==> src/rtl/alu_pipe_if.sv <==
// Request/result bundle for alu_pipe: operand handshake in, result handshake out.
// slave is the ALU side; master is the producer/consumer side.
interface alu_pipe_if #(
    parameter int WIDTH = 16
);
    logic             in_valid;
    logic             in_ready;
    logic [3:0]       oper;
    logic             cin;
    logic             inv_a;
    logic             inv_b;
    logic             sign;
    logic [WIDTH-1:0] in_a;
    logic [WIDTH-1:0] in_b;
    logic             out_valid;
    logic             out_ready;
    logic [WIDTH-1:0] out;
    logic             zf;
    logic             sf;
    logic             of;
    logic             cf;
    logic             busy;

    modport slave (
        input  in_valid, oper, cin, inv_a, inv_b, sign, in_a, in_b, out_ready,
        output in_ready, out_valid, out, zf, sf, of, cf, busy
    );

    modport master (
        output in_valid, oper, cin, inv_a, inv_b, sign, in_a, in_b, out_ready,
        input  in_ready, out_valid, out, zf, sf, of, cf, busy
    );
endinterface

==> src/rtl/alu_pipe.sv <==
// Single-issue ALU with registered result/flags and valid/ready handshakes.
// Define ALU_PIPE_MUL_EN to compile in the iterative shift-add multiplier (oper 10).
module alu_pipe #(
    parameter int WIDTH = 16,
    parameter int SHW   = $clog2(WIDTH)
) (
    input  logic      clk,
    input  logic      rst_n,
    alu_pipe_if.slave bus
);
    // state  | meaning
    // S_IDLE | waiting for a request
    // S_MUL  | multiplier iterating, one shift-add step per cycle
    // S_HOLD | result presented until the consumer takes it
`ifdef ALU_PIPE_MUL_EN
    localparam int         CW     = $clog2(WIDTH);
    localparam logic [3:0] OP_MUL = 4'd10;
    typedef enum logic [1:0] {S_IDLE = 2'd0, S_MUL = 2'd1, S_HOLD = 2'd2} state_t;
`else
    typedef enum logic [1:0] {S_IDLE = 2'd0, S_HOLD = 2'd2} state_t;
`endif

    state_t           state_q, state_d;
    logic [WIDTH-1:0] out_q, out_d;
    logic             zf_q, zf_d, sf_q, sf_d, of_q, of_d, cf_q, cf_d;
`ifdef ALU_PIPE_MUL_EN
    logic [WIDTH-1:0]   mcand_q, mcand_d;
    logic [2*WIDTH-1:0] acc_q, acc_d;
    logic [CW-1:0]      cnt_q, cnt_d;
    logic [WIDTH:0]     add_hi;
    logic [2*WIDTH-1:0] step;
`endif

    logic             in_ready, accept;
    logic [WIDTH-1:0] a_p, b_p, alu_res;
    logic [SHW-1:0]   sh;
    logic [WIDTH:0]   sum;
    logic             alu_of, alu_cf, alu_rsv;

    // Gated by rst_n so the block never advertises readiness while held in reset.
    assign in_ready      = rst_n && ((state_q == S_IDLE) || (state_q == S_HOLD && bus.out_ready));
    assign accept        = bus.in_valid && in_ready;
    assign bus.in_ready  = in_ready;
    assign bus.out_valid = (state_q == S_HOLD);
    assign bus.out       = out_q;
    assign bus.zf        = zf_q;
    assign bus.sf        = sf_q;
    assign bus.of        = of_q;
    assign bus.cf        = cf_q;
`ifdef ALU_PIPE_MUL_EN
    assign bus.busy      = (state_q == S_MUL);
`else
    assign bus.busy      = 1'b0;
`endif

    always_comb begin
        a_p     = bus.inv_a ? ~bus.in_a : bus.in_a;
        b_p     = bus.inv_b ? ~bus.in_b : bus.in_b;
        sh      = b_p[SHW-1:0];
        sum     = {1'b0, a_p} + {1'b0, b_p} + {{WIDTH{1'b0}}, bus.cin};
        alu_res = '0;
        alu_of  = 1'b0;
        alu_cf  = 1'b0;
        alu_rsv = 1'b0;
        case (bus.oper)
            4'd0: alu_res = (a_p << sh) | (a_p >> (WIDTH - int'(sh)));
            4'd1: alu_res = a_p << sh;
            4'd2: alu_res = $unsigned($signed(a_p) >>> sh);
            4'd3: alu_res = a_p >> sh;
            4'd4: begin
                alu_res = sum[WIDTH-1:0];
                alu_cf  = sum[WIDTH];
                alu_of  = bus.sign ? ((a_p[WIDTH-1] == b_p[WIDTH-1]) && (sum[WIDTH-1] != a_p[WIDTH-1]))
                                   : sum[WIDTH];
            end
            4'd5: alu_res = a_p & b_p;
            4'd6: alu_res = a_p | b_p;
            4'd7: alu_res = a_p ^ b_p;
            4'd8: for (int i = 0; i < WIDTH; i++) alu_res[i] = a_p[WIDTH-1-i];
            4'd9: alu_res = b_p;
            default: alu_rsv = 1'b1;
        endcase
    end

    always_comb begin
        state_d = state_q;
        out_d   = out_q;
        zf_d    = zf_q;
        sf_d    = sf_q;
        of_d    = of_q;
        cf_d    = cf_q;
`ifdef ALU_PIPE_MUL_EN
        mcand_d = mcand_q;
        acc_d   = acc_q;
        cnt_d   = cnt_q;
        // Upper half accumulates, whole accumulator shifts right; multiplier drains out the bottom.
        add_hi  = {1'b0, acc_q[2*WIDTH-1:WIDTH]} + (acc_q[0] ? {1'b0, mcand_q} : '0);
        step    = {add_hi, acc_q[WIDTH-1:1]};
`endif
        if (accept) begin
`ifdef ALU_PIPE_MUL_EN
            if (bus.oper == OP_MUL) begin
                state_d = S_MUL;
                mcand_d = a_p;
                acc_d   = {{WIDTH{1'b0}}, b_p};
                cnt_d   = CW'(WIDTH - 1);
            end else
`endif
            begin
                state_d = S_HOLD;
                out_d   = alu_res;
                zf_d    = ~alu_rsv & (alu_res == '0);
                sf_d    = ~alu_rsv & alu_res[WIDTH-1];
                of_d    = alu_of;
                cf_d    = alu_cf;
            end
        end else if (state_q == S_HOLD && bus.out_ready) begin
            state_d = S_IDLE;
`ifdef ALU_PIPE_MUL_EN
        end else if (state_q == S_MUL) begin
            acc_d = step;
            cnt_d = cnt_q - CW'(1);
            if (cnt_q == '0) begin
                state_d = S_HOLD;
                out_d   = step[WIDTH-1:0];
                zf_d    = (step[WIDTH-1:0] == '0);
                sf_d    = step[WIDTH-1];
                of_d    = |step[2*WIDTH-1:WIDTH];
                cf_d    = 1'b0;
            end
`endif
        end
    end

    always_ff @(posedge clk or negedge rst_n) begin
        if (!rst_n) begin
            state_q <= S_IDLE;
            out_q   <= '0;
            zf_q    <= 1'b0;
            sf_q    <= 1'b0;
            of_q    <= 1'b0;
            cf_q    <= 1'b0;
`ifdef ALU_PIPE_MUL_EN
            mcand_q <= '0;
            acc_q   <= '0;
            cnt_q   <= '0;
`endif
        end else begin
            state_q <= state_d;
            out_q   <= out_d;
            zf_q    <= zf_d;
            sf_q    <= sf_d;
            of_q    <= of_d;
            cf_q    <= cf_d;
`ifdef ALU_PIPE_MUL_EN
            mcand_q <= mcand_d;
            acc_q   <= acc_d;
            cnt_q   <= cnt_d;
`endif
        end
    end
endmodule

==> src/flat_wrapper.sv <==
// flat-port wrapper written by rule: the top's interface ports become plain ports
module alu_pipe_flat 
#(
    parameter int WIDTH = 16,
    parameter int SHW   = $clog2(WIDTH)
)
  (clk, rst_n, bus_in_valid, bus_oper, bus_cin, bus_inv_a, bus_inv_b, bus_sign, bus_in_a, bus_in_b, bus_out_ready, bus_in_ready, bus_out_valid, bus_out, bus_zf, bus_sf, bus_of, bus_cf, bus_busy);
  alu_pipe_if #(.WIDTH(WIDTH)) bus_i ();
  input  logic clk;
  input  logic rst_n;
  input wire logic [$bits(bus_i.in_valid)-1:0] bus_in_valid;
  input wire logic [$bits(bus_i.oper)-1:0] bus_oper;
  input wire logic [$bits(bus_i.cin)-1:0] bus_cin;
  input wire logic [$bits(bus_i.inv_a)-1:0] bus_inv_a;
  input wire logic [$bits(bus_i.inv_b)-1:0] bus_inv_b;
  input wire logic [$bits(bus_i.sign)-1:0] bus_sign;
  input wire logic [$bits(bus_i.in_a)-1:0] bus_in_a;
  input wire logic [$bits(bus_i.in_b)-1:0] bus_in_b;
  input wire logic [$bits(bus_i.out_ready)-1:0] bus_out_ready;
  output wire logic [$bits(bus_i.in_ready)-1:0] bus_in_ready;
  output wire logic [$bits(bus_i.out_valid)-1:0] bus_out_valid;
  output wire logic [$bits(bus_i.out)-1:0] bus_out;
  output wire logic [$bits(bus_i.zf)-1:0] bus_zf;
  output wire logic [$bits(bus_i.sf)-1:0] bus_sf;
  output wire logic [$bits(bus_i.of)-1:0] bus_of;
  output wire logic [$bits(bus_i.cf)-1:0] bus_cf;
  output wire logic [$bits(bus_i.busy)-1:0] bus_busy;
  assign bus_i.in_valid = bus_in_valid;
  assign bus_i.oper = bus_oper;
  assign bus_i.cin = bus_cin;
  assign bus_i.inv_a = bus_inv_a;
  assign bus_i.inv_b = bus_inv_b;
  assign bus_i.sign = bus_sign;
  assign bus_i.in_a = bus_in_a;
  assign bus_i.in_b = bus_in_b;
  assign bus_i.out_ready = bus_out_ready;
  assign bus_in_ready = bus_i.in_ready;
  assign bus_out_valid = bus_i.out_valid;
  assign bus_out = bus_i.out;
  assign bus_zf = bus_i.zf;
  assign bus_sf = bus_i.sf;
  assign bus_of = bus_i.of;
  assign bus_cf = bus_i.cf;
  assign bus_busy = bus_i.busy;
  alu_pipe #(.WIDTH(WIDTH), .SHW(SHW)) u_core (.clk(clk), .rst_n(rst_n), .bus(bus_i));
endmodule
==> config.mk <==
export PLATFORM = sky130hd
export DESIGN_NAME = alu_pipe_flat
export DESIGN_NICKNAME = d
export VERILOG_FILES = /design/src/rtl/alu_pipe_if.sv /design/src/rtl/alu_pipe.sv /design/src/flat_wrapper.sv
export SDC_FILE = /design/constraint.sdc
export NUM_CORES = 1
export LEC_CHECK = 0
export ABC_AREA = 1
export CAP_MARGIN = 20
export CORE_MARGIN = 2
export CORE_UTILIZATION = 30
export CTS_CLUSTER_DIAMETER = 150
export DETAILED_ROUTE_END_ITERATION = 8
export MAX_ROUTING_LAYER = met4
export PLACE_DENSITY = 0.45
export SETUP_SLACK_MARGIN = 0.1
export SYNTH_ARGS = -nofsm -noshare
export SYNTH_HDL_FRONTEND = slang
export SYNTH_SLANG_ARGS = --single-unit
==> constraint.sdc <==
create_clock -name clk -period 3.9 [get_ports clk]
set_input_delay 0.78 -clock clk [delete_from_list [all_inputs] [get_ports clk]]
set_output_delay 0.78 -clock clk [all_outputs]
set_load 0.02 [all_outputs]
==> metrics.cfg, run 1 <==
[status]
status=completed

[drt]
drt-wirelength-per-cell_um=18.1
drtPass1Iterations=6
first_iter_violations=595
antenna_left=0
avgViaCountPerCell=5.13
drcViolationCount=0
vias=7116
wl_mm=25.1

[finish]
final_util=0.379
diodes=0
stdcell_count=1386
drive_gt1_frac=0.103
fillers=2053
finalInstanceArea_um2=6810
nets=1236
syn_to_final_growth_pct=24.3

[sta]
finalSetupTns_ps=0
fmax_mhz=279
fin_crit_sh=0.918
tightest_slew_ps=598
period_minus_slack_ps=3580
max-slew-margin-rel=0.600
slew_viol_final=0
finalSetupViolations=0
final-hold-violation-count=0
rsz0062_at_grt=no
skew_ps=2.95

[critical_path]
critPathRequiredTime_ps=4040
worstSetupPathType=primary input to flop
crit_path_frequent_cell=nand2_1
worstPathMaxFanout=8
crit_path_max_incr_delay_ps=450
crit_path_top_delay_cell=clkdlybuf4s50_1
path_cells=clkdlybuf4s50_1 -> buf_4 -> inv_2 -> buf_4 -> or2_2 -> nand2_1 -> ha_1 -> a21o_1 -> a31oi_1 -> nand3_1 -> nand2_1 -> nand2_1 -> nor2_1 -> nor2_1 -> nand2_1 -> nor2_1 -> nand2_1 -> nor2_1 -> nand3_1 -> nand2_1
r2r_cells=10
cp.arrival_ps=3730
cp-end-kind=flop
worst_setup_path_start_kind=primary input

[hold_path]
min_path_type=flop to flop
holdPathStages=2

[yosys]
synthFlopType=dfrtp_1
syn_nets=1138
synth_area_um2=5480
synth_seq_cells=21
yosysWarnings=0
postSynthCellCount=1060
synth_edf_count=0
async_flop_share=1.00
synth_cell_types=42
syn_avg_cell_area_um2=5.17
ys_seq_area_frac=0.0960

[die]
die_x_um=139
io_pins=67
fp.dieArea_um2=19400
start_util=0.305
die_height_um=139
core_area_um2=18000
rows=49

[grt]
top_usage_layer=met2
grt_use_met1=0.352
grt_use_met2=0.431
track_usage=0.260
gr-total-overflow=0
grt_pass1_vias=6533
grt_pass1_wl_mm=38.1
grt_max_degree=29
antenna_found_initial=0
met3_usage=0.0256

[power]
peakVddDrop_v=0.000185
finalPower_w=0.00169
p_leak_nw=3.67
powerDensity_nw_per_um2=248

[placement]
place_area_um2=6700
placed_cells=1381
place_congestion=0.980
dpl.hpwl_mm=20.5
portBuffers=65

[cts]
cts.clk_slew.worst_paths_ps=60
max-clock-path-buffers=2
h-tree-depth=1
cts_tree=built
numClockSinks=21
hold_buffers=0
numCtsBuffers=3
clk_latency_ps=250
clock-root-buffer=clkbuf_16

[run]
drv_cap=0

power by group:
| part | total, W | internal, W | leakage, nW | switching [W] |
|---|---|---|---|---|
| combinational | 0.00120 | 0.000438 | 3.36 | 0.000758 |
| sequential | 0.000277 | 0.000256 | 0.276 | 0.0000211 |
| clock | 0.000217 | 0.000139 | 0.0382 | 0.0000780 |
metrics by stage:
step	hold WS (ps)	worst slack [ps]
after global routing	504	106
after floorplan	484	646
after global placement	464	77.3
final	480	319
after detailed placement	469	39.3
after CTS	483	301
kinds of logic (layout without fill, tap and decap cells):
group,count (synthesis),count (layout),synth area share
AOI/OAI and AO/OA,93,93,0.0948
xor gates and xnor gates,14,14,0.0251
adders and majority gates,34,34,0.0804
buffers and inverters,146,243,0.117
DFF,21,21,0.0960
other,1,1,0.000685
and+or+nand+nor,751,751,0.586
flip-flops by register name, indices dropped and copies added (netlist names):
signal          count
u_core.bus.zf       1
u_core.bus.sf       1
u_core.bus.out     16
u_core.bus.cf       1
u_core.bus.of       1
u_core.state_q      1
worst max-delay path: cells and delay by family:
kind	cells	cell delay, ps
adders and majority gates	1	350
AOI/OAI and AO/OA	2	470
and+or+nand+nor	13	1290
buffers and inverters	4	820
synthesized netlist by cell type (2+ instances only):
| cell type | instances | share of area |
|---|---|---|
| a211oi_1 | 3 | 0.0041 |
| a21oi_1 | 25 | 0.023 |
| a31oi_1 | 2 | 0.0023 |
| buf_1 | 2 | 0.0014 |
| buf_2 | 12 | 0.011 |
| buf_4 | 8 | 0.011 |
| buf_6 | 6 | 0.012 |
| clkbuf_1 | 11 | 0.0075 |
| dfrtp_1 | 21 | 0.096 |
| fa_1 | 2 | 0.0073 |
| ha_1 | 32 | 0.073 |
| inv_1 | 99 | 0.068 |
| inv_2 | 7 | 0.0048 |
| nand2_1 | 439 | 0.30 |
| nand2_2 | 21 | 0.024 |
| nand2_4 | 4 | 0.0082 |
| nand3_1 | 178 | 0.16 |
| nand3b_1 | 6 | 0.0082 |
| nand4_1 | 7 | 0.0080 |
| nor2_1 | 80 | 0.055 |
| nor2_2 | 3 | 0.0034 |
| nor3_1 | 6 | 0.0055 |
| o211ai_1 | 5 | 0.0069 |
| o21ai_0 | 37 | 0.034 |
| o21ai_1 | 5 | 0.0046 |
| o21ai_2 | 2 | 0.0032 |
| o22ai_1 | 9 | 0.010 |
| or2_2 | 4 | 0.0046 |
| xnor2_1 | 6 | 0.0096 |
| xor2_1 | 6 | 0.0096 |
cell type report:
class,instances,area [um2],area share
Multi-Input combinational cell,893,4330,0.636
Inverter,107,402,0.0590
Tap cell,229,287,0.0421
Timing Repair Buffer,132,1180,0.174
Clock buffer,4,78.8,0.0116
Sequential cell,21,526,0.0772
final timing paths:
path / from / end / slack [ps]
worst min-delay path: u_core.bus.out[12] / u_core.bus.out[12] / 480
max in group asynchronous: rst_n / u_core.bus.zf / 2760
min in group asynchronous: rst_n / u_core.state_q[1] / 930
worst max register to register: u_core.state_q[1] / u_core.bus.zf / 2400
worst min register to register: u_core.bus.out[12] / u_core.bus.out[12] / 480
worst max-delay path: bus_inv_b / u_core.bus.zf / 320
cell usage in the layout, fill, tap and decap left out, drive strengths merged, types with 2 or more instances in the layout:
master	n
o22ai	9
nor3	6
fa	2
a211oi	3
nor2	83
inv	106
nand3	180
xnor2	7
clkbuf	4
dfrtp	21
a31oi	2
buf	67
xor2	7
or2	4
a21oi	25
nand2	464
clkdlybuf4s50	64
ha	32
nand4	7
o21ai	44
nand3b	6
o211ai	5
per-layer routing:
| metal | up-vias | wire length [um] |
|---|---|---|
| met5 | - | 0 |
| met3 | 28 | 1610 |
| li1 | 3589 | - |
| met1 | 3218 | 11300 |
| met4 | 0 | 373 |
| met2 | 281 | 11800 |
timing repair:
item                       CTS  global route
gates resized for setup      0             6
setup endpoints to repair    0             2
setup buffers                0             0
Power figures use the tool's default switching activity.
==> run 2, diff against run 1 <==
--- a/config.mk
+++ b/config.mk
@@ -13,7 +13,9 @@
 export DETAILED_ROUTE_END_ITERATION = 8
 export MAX_ROUTING_LAYER = met4
 export PLACE_DENSITY = 0.45
+export RECOVER_POWER = 50
 export SETUP_SLACK_MARGIN = 0.1
+export SKIP_CTS_REPAIR_TIMING = 1
 export SYNTH_ARGS = -nofsm -noshare
 export SYNTH_HDL_FRONTEND = slang
 export SYNTH_SLANG_ARGS = --single-unit
==> run 2 against run 1 <==
Design area down 0.11%. Critical endpoint unchanged. Flip-flop and latch count unchanged. Die area unchanged. Total power decreased by 0.69%. Non-clock buffer count unchanged.
==> metrics.cfg, run 2 (synthesis gave the netlist of run 1 again) <==
[status]
status=completed

[power]
internal_power_w=0.000824
finalPower_w=0.00168
p_sw_w=0.000855
clkPwrFrac=0.129
peakVddDrop_v=0.000182
p_leak_nw=3.69
pwr-share-seq=0.164
combPwrFrac=0.707
powerDensity_nw_per_um2=247
swShare=0.509

[drt]
wl_mm=25.0
first_iter_violations=610
vias=7072
antenna_left=0
drt-wirelength-per-cell_um=18.1
drcViolationCount=0
avgViaCountPerCell=5.10
drtPass1Iterations=6

[cts]
cts.clk_slew.worst_paths_ps=60
cts_tree=built
clock-root-buffer=clkbuf_16
max-clock-path-buffers=2
numClockSinks=21
clk_latency_ps=250
h-tree-depth=1
numCtsBuffers=3

[grt]
antenna_found_initial=0
track_usage=0.260
grt_max_degree=29
met3_usage=0.0256
grt_use_met1=0.352
grt_pass1_wl_mm=38.1
gr-total-overflow=0
top_usage_layer=met2
grt_use_met2=0.431
grt_pass1_vias=6533

[sta]
period_minus_slack_ps=3590
finalSetupTns_ps=0
tightest_slew_ps=1130
max-slew-margin-rel=0.250
fin_crit_sh=0.921
final-hold-violation-count=0
fmax_mhz=279
finalSetupViolations=0
setup_ws_ps=310
slew_viol_final=0
skew_ps=1.22
rsz0062_at_grt=no

[critical_path]
cp-end-kind=flop
r2r_cells=5
worstPathMaxFanout=8
worst_setup_path_start_kind=primary input
cp.arrival_ps=3730
critPathRequiredTime_ps=4040
worstSetupPathType=primary input to flop

[die]
io_pins=67
start_util=0.305
die_x_um=139
die_height_um=139
core_area_um2=18000
fp.dieArea_um2=19400
rows=49

[finish]
diodes=0
syn_to_final_growth_pct=24.1
layout_commonest_cell=nand2_1
drive_gt1_frac=0.101
stdcell_count=1386
nets=1236
fillers=2055
finalInstanceArea_um2=6800
final_cell_mix=nand2_1, nand3_1, inv_1, nor2_1, buf_4
largest_reg_flops=16

[placement]
placed_cells=1381
place_area_um2=6700
portBuffers=65
place_ws_ps=39.3
place_congestion=0.980
dpl.hpwl_mm=20.5

[run]
drv_cap=0

[hold_path]
holdPathStages=2
min_path_type=flop to flop

==> run 2: cell count changes in the layout (fill, tap and decap cells not counted) <==
cell	previous run	this run
buf_4	64	62
clkbuf_1	1	3
clkdlybuf4s50_1	64	53
dlygate4sd3_1	0	11
==> run 2: final cells by class <==
cell class / instances / area, um2 / share of cell area
clock buffer: 4 / 78.8 / 0.0116
inverter: 107 / 402 / 0.0591
multi-input combinational: 893 / 4330 / 0.637
sequential: 21 / 526 / 0.0773
tap: 229 / 287 / 0.0421
timing repair buffer: 132 / 1180 / 0.173
==> run 2: critical path, stage by stage <==
cell and delay (ps):
clkdlybuf4s50_1 450, buf_4 160, inv_2 50, buf_4 160, or2_2 270, nand2_1 80
ha_1 340, a21o_1 230, a31oi_1 250, nand3_1 140, nand2_1 80, nand2_1 40
nor2_1 230, nor2_1 100, nand2_1 90, nor2_1 50, nand2_1 50, nor2_1 40
nand3_1 80, nand2_1 50
==> run 2: layer usage <==
| metal | part of all wire | up-vias |
|---|---|---|
| li1 | - | 3594 |
| met3 | 0.061 | 24 |
| met4 | 0.014 | 0 |
| met5 | 0 | - |
| met2 | 0.47 | 238 |
| met1 | 0.45 | 3216 |
==> run 2: final timing paths <==
check | to | from | slack (ps)
worst min-delay path | u_core.bus.out[12] | u_core.bus.out[12] | 470
worst max register to register | u_core.bus.out[10] | u_core.state_q[1] | 2060
max in group asynchronous | u_core.bus.of | rst_n | 1910
worst max-delay path | u_core.bus.zf | bus_inv_b | 310
worst min register to register | u_core.bus.out[12] | u_core.bus.out[12] | 470
min in group asynchronous | u_core.bus.out[14] | rst_n | 1320
==> run 2: per-stage QoR <==
stage                     utilization  hold slack, ps
final                           0.378             474
after floorplan                     -             484
after global routing            0.378             499
after CTS                       0.377             483
after global placement          0.373             464
after detailed placement        0.373             469
==> run 2: power groups by stage <==
stage                     sequential (W)  combinational (W)  clock (W)
final                           0.000276            0.00119   0.000216
after global routing            0.000281            0.00130   0.000230
after CTS                       0.000278            0.00118   0.000218
after detailed placement        0.000281            0.00118          0
after global placement          0.000280            0.00119          0
after floorplan                 0.000327           0.000669          0
==> run 3, diff against run 2 <==
--- a/config.mk
+++ b/config.mk
@@ -6,10 +6,10 @@
 export NUM_CORES = 1
 export LEC_CHECK = 0
 export ABC_AREA = 1
+export ABC_CLOCK_PERIOD_IN_PS = 3900
 export CAP_MARGIN = 20
 export CORE_MARGIN = 2
 export CORE_UTILIZATION = 30
-export CTS_CLUSTER_DIAMETER = 150
 export DETAILED_ROUTE_END_ITERATION = 8
 export MAX_ROUTING_LAYER = met4
 export PLACE_DENSITY = 0.45
==> results of run 3 <==
Same layout as run 2: the final DEF is identical, and so are final timing and power.
